`src/rtl/clk_div_prog.sv`:
```
// Multi-channel programmable clock-enable/divider: per-channel period/high time,
// registered divided level and one-cycle wrap tick, with shadowed runtime config.
module clk_div_prog #(
    parameter int unsigned             NUM_CH     = 2,
    parameter int unsigned             CNT_W      = 32,
    parameter logic [CNT_W-1:0]        DEF_PERIOD = 10_000_000,
    parameter logic [CNT_W-1:0]        DEF_HIGH   = 5_000_000,
    localparam int unsigned            CH_W       = (NUM_CH > 1) ? $clog2(NUM_CH) : 1
) (
    input  logic              clk,
    input  logic              n_rst,
    input  logic              en,
    input  logic              restart,
    input  logic              cfg_valid,
    output logic              cfg_ready,
    input  logic [CH_W-1:0]   cfg_ch,
    input  logic [CNT_W-1:0]  cfg_period,
    input  logic [CNT_W-1:0]  cfg_high,
    output logic [NUM_CH-1:0] clk_out,
    output logic [NUM_CH-1:0] tick
);

    localparam logic DEF_OUT = (DEF_PERIOD != '0) && (DEF_HIGH != '0);

    logic [NUM_CH-1:0] pending;

    // An out-of-range channel index is never accepted.
    assign cfg_ready = (int'(cfg_ch) < int'(NUM_CH)) ? ~pending[cfg_ch] : 1'b0;

    for (genvar g = 0; g < NUM_CH; g++) begin : g_ch
        logic [CNT_W-1:0] cnt_q, cnt_d;
        logic [CNT_W-1:0] p_q, p_d;
        logic [CNT_W-1:0] h_q, h_d;
        logic [CNT_W-1:0] sp_q, sh_q;
        logic             pend_q, pend_d;
        logic             out_q, out_d;
        logic             tick_q, tick_d;
        logic             accept, wrap, apply;

        assign accept = cfg_valid && cfg_ready && (cfg_ch == CH_W'(g));
        assign wrap   = (p_q != '0) && (cnt_q == p_q - CNT_W'(1));

        always_comb begin
            cnt_d  = cnt_q;
            p_d    = p_q;
            h_d    = h_q;
            tick_d = 1'b0;
            apply  = 1'b0;
            if (restart) begin
                cnt_d = '0;
                apply = pend_q;
            end else if (p_q == '0) begin
                cnt_d = '0;
                apply = pend_q;
            end else if (en) begin
                cnt_d  = wrap ? '0 : cnt_q + CNT_W'(1);
                tick_d = wrap;
                apply  = wrap && pend_q;
            end
            if (apply) begin
                p_d = sp_q;
                h_d = sh_q;
            end
            // accept needs pend_q==0 and apply needs pend_q==1, so they never collide
            pend_d = accept | (pend_q & ~apply);
            out_d  = (p_d != '0) && (cnt_d < h_d);
        end

        always_ff @(posedge clk or negedge n_rst) begin
            if (!n_rst) begin
                cnt_q  <= '0;
                p_q    <= DEF_PERIOD;
                h_q    <= DEF_HIGH;
                sp_q   <= DEF_PERIOD;
                sh_q   <= DEF_HIGH;
                pend_q <= 1'b0;
                out_q  <= DEF_OUT;
                tick_q <= 1'b0;
            end else begin
                cnt_q  <= cnt_d;
                p_q    <= p_d;
                h_q    <= h_d;
                pend_q <= pend_d;
                out_q  <= out_d;
                tick_q <= tick_d;
                if (accept) begin
                    sp_q <= cfg_period;
                    sh_q <= cfg_high;
                end
            end
        end

        assign pending[g] = pend_q;
        assign clk_out[g] = out_q;
        assign tick[g]    = tick_q;
    end

endmodule

```
`config.mk`:
```
export PLATFORM = sky130hd
export DESIGN_NAME = clk_div_prog
export DESIGN_NICKNAME = d
export VERILOG_FILES = /design/src/rtl/clk_div_prog.sv
export SDC_FILE = /design/constraint.sdc
export NUM_CORES = 1
export LEC_CHECK = 0
export ABC_CLOCK_PERIOD_IN_PS = 10900
export CAP_MARGIN = 20
export CORE_MARGIN = 3
export CORE_UTILIZATION = 45
export DETAILED_ROUTE_END_ITERATION = 6
export MAX_ROUTING_LAYER = met4
export SLEW_MARGIN = 25
export SYNTH_ARGS = -nofsm -noshare
export SYNTH_HDL_FRONTEND = slang
export SYNTH_SLANG_ARGS = --single-unit
```
`constraint.sdc`:
```
create_clock -name clk -period 10.9 [get_ports clk]
set_clock_uncertainty 0.15 [all_clocks]
set_input_delay 2.725 -clock clk [delete_from_list [all_inputs] [get_ports clk]]
set_output_delay 2.725 -clock clk [all_outputs]
set_load 0.02 [all_outputs]
```
==> impl_metrics.ini <==
[route]
postRouteAntennaNets = 0
viasPerCell = 5.49
via_count = 11488
drt-pass1-iter-count = 5
wl_per_cell_um = 20.5
drt-total-wl_mm = 42.9
drc_errors = 0
drtIter0Drc = 677

[floorplan]
io_pins = 75
die-area_um2 = 40400
die_y_um = 201
core_um2 = 37000
die_w_um = 201
rows = 70
start_util = 0.462

[timing]
clock.fmax_mhz = 137
rsz0062_at_grt = false
fin_crit_ps = 7280
setup_viol = 0
holdWs_ps = 336
layout_setup_ws_ps = 3620
worst_pin_slew_ps = 1070
finalHoldViolations = 0
period_share = 0.668
relSlewSlack = 0.289
setup_tns_ps = 0
drv_slew = 0

[run]
cap_violations = 0

[hold_path]
hold_start = g_ch[0].h_q[7]
hp-class = reg2reg
hold_end = g_ch[0].h_q[7]
hold_depth = 2

[clock_tree]
root_buffer = clkbuf_16
cts_tree = built
postCtsHoldBufs = 0
clk_path_buf_depth = 3
clk_latency_ps = 540
cts_sinks = 326
cts_setup_buffers = 0
path_clk_slew_ps = 60
cts_made_buffers = 39
cts-resized-gates = 0
cts-htree-levels = 2

[power]
powerDensity_nw_per_um2 = 217
power_leakage_nw = 8.40
intPower_mw = 2.88
power.share.switching = 0.324
switchingPower_mw = 1.38
p_total_mw = 4.26
clockPowerShare = 0.299
seq_power_share = 0.459
comb_power_share = 0.242
ir_drop_v = 0.000143

[setup_path]
rrSetupSlack_ps = 4760
r2r_start = g_ch[1].p_q[3]
worst_ep_required_time_ps = 11210
end_kind = register
cp_data_arrival_time_ps = 7590
rr_worst_depth = 18
path_class = in2reg
reg2reg_to = g_ch[1].out_q
cp-start-kind = input port
path_max_fanout = 13

[layout]
area_growth_pct = 14.7
nNetsFinal = 1696
drive_above_1_share = 0.253
diodes = 0
fillers = 3247

[placement]
hpwl_mm = 31.8
portBuffers = 74
place_congestion = 0.900
dp_worst_setup_slack_ps = 3140

[logic_synthesis]
syn_inst = 1487
synthDistinctLibCells = 69
netlist.area_leader.share = 0.380
synth_flop_cell = dfrtp_1
netlist_area_um2 = 17100
yosysWarningCount = 0
seq_area_frac_synth = 0.481
ys_ff_latch = 326
synthTopCellsByCount = dfrtp_1 (260), mux2_2 (183), nor2_1 (103), xnor2_1 (71), ha_1 (68)
syn_nets = 1625
synth_edf_count = 0
post-synth-top-count-cell = dfrtp_1
synth_largest_area_cell = dfrtp_1
syn_avg_cell_area_um2 = 11.5
synth.area.top_cells = dfrtp_1 (38%), mux2_2 (12%), dfstp_2 (10%)
async_reset_ff_frac = 1.00

[global_route]
grt_pass1_wl_mm = 67.9
first_global_vias = 11624
grt_overflow = 0
grt_max_degree = 157
grt_antenna_before_repair = 0
groute.usage.overall = 0.221

[status]
status = finished, final reports clean
## layout make-up
type | instances | area (um^2) | share of cell area
well taps | 504 | 631 | 0.0321
multi-input cells | 1025 | 8340 | 0.425
repair buffers | 88 | 891 | 0.0454
clock buffers | 54 | 1070 | 0.0546
clock inverters | 16 | 173 | 0.00879
flip-flops and latches | 326 | 8240 | 0.420
inverters | 78 | 293 | 0.0149
## worst max path at each step
| stage | from | to | cells after the start |
|---|---|---|---|
| 2_1_floorplan | en | g_ch[0].out_q | 18 |
| 3_3_place_gp | en | g_ch[0].out_q | 18 |
| 3_5_place_dp | en | g_ch[0].out_q | 19 |
| 4_1_cts | en | g_ch[0].out_q | 19 |
| 5_1_grt | en | g_ch[0].out_q | 19 |
| 6_report | en | g_ch[0].out_q | 19 |
## metal layers
layer | share of wire | GRT usage
met1 | 0.49 | 0.321
met2 | 0.44 | 0.325
met3 | 0.041 | 0.0303
met4 | 0.025 | 0.0625
met5 | 0 | -
## stage by stage
step,std cells,cell area [um^2],utilization
after floorplan,1487,17100,-
after global placement,2018,18300,0.495
after detailed placement,2020,18400,0.496
after CTS,2090,19600,0.529
after global routing,2091,19600,0.530
final,2091,19600,0.530
## placed cells by master (no fill, tap or decap), drive strengths merged, types with 26 or more instances in the layout
master         count
a21o              28
nand2             59
o21ai             27
clkbuf            54
ha                68
xor2              66
dfrtp            260
dfstp             66
nand4             43
mux2             194
nor2             103
a21oi             26
mux2i             64
xnor2             71
inv               79
nand3             39
nor4              46
clkdlybuf4s50     73
nor3              30
## worst max-delay path, stage by stage
cell             delay (ps)
clkdlybuf4s50_1         460
buf_4                   220
nand3_1                 130
nor4_1                  500
and4_1                  300
nand4_1                 220
nor2_1                  320
nand2_1                 150
or3_1                   370
a21oi_1                 230
ha_1                    170
and4_1                  190
nand4_1                 160
nor4_1                  420
nand2_1                 180
nor3_1                  410
o2111ai_1               190
a21oi_1                 170
a211oi_1                 70
## sequential cells by signal, summed over array words and instances (netlist names)
register,flops
g_ch.pend_q,2
g_ch.p_q,64
g_ch.h_q,64
g_ch.out_q,2
g_ch.sh_q,64
g_ch.cnt_q,64
g_ch.tick_q,2
g_ch.sp_q,64
## cells by family (layout without fill, tap and decap cells)
logic type | count (synthesis) | in the layout | synth area share
xor gates and xnor gates | 137 | 137 | 0.0701
buffers and inverters | 136 | 236 | 0.0345
muxes | 258 | 258 | 0.174
DFF | 326 | 326 | 0.481
and+or+nand+nor | 425 | 425 | 0.137
adders and majority gates | 68 | 68 | 0.0497
AOI/OAI and AO/OA | 137 | 137 | 0.0544
## power groups by stage
stage	logic (mW)	clock network, mW	registers (mW)
4_1_cts	1.04	1.31	1.95
3_5_place_dp	1.03	0	1.97
3_3_place_gp	1.00	0	1.96
2_1_floorplan	0.837	0	1.80
6_report	1.03	1.27	1.95
5_1_grt	1.15	1.36	2.00
(Power assumes the default switching activity.)
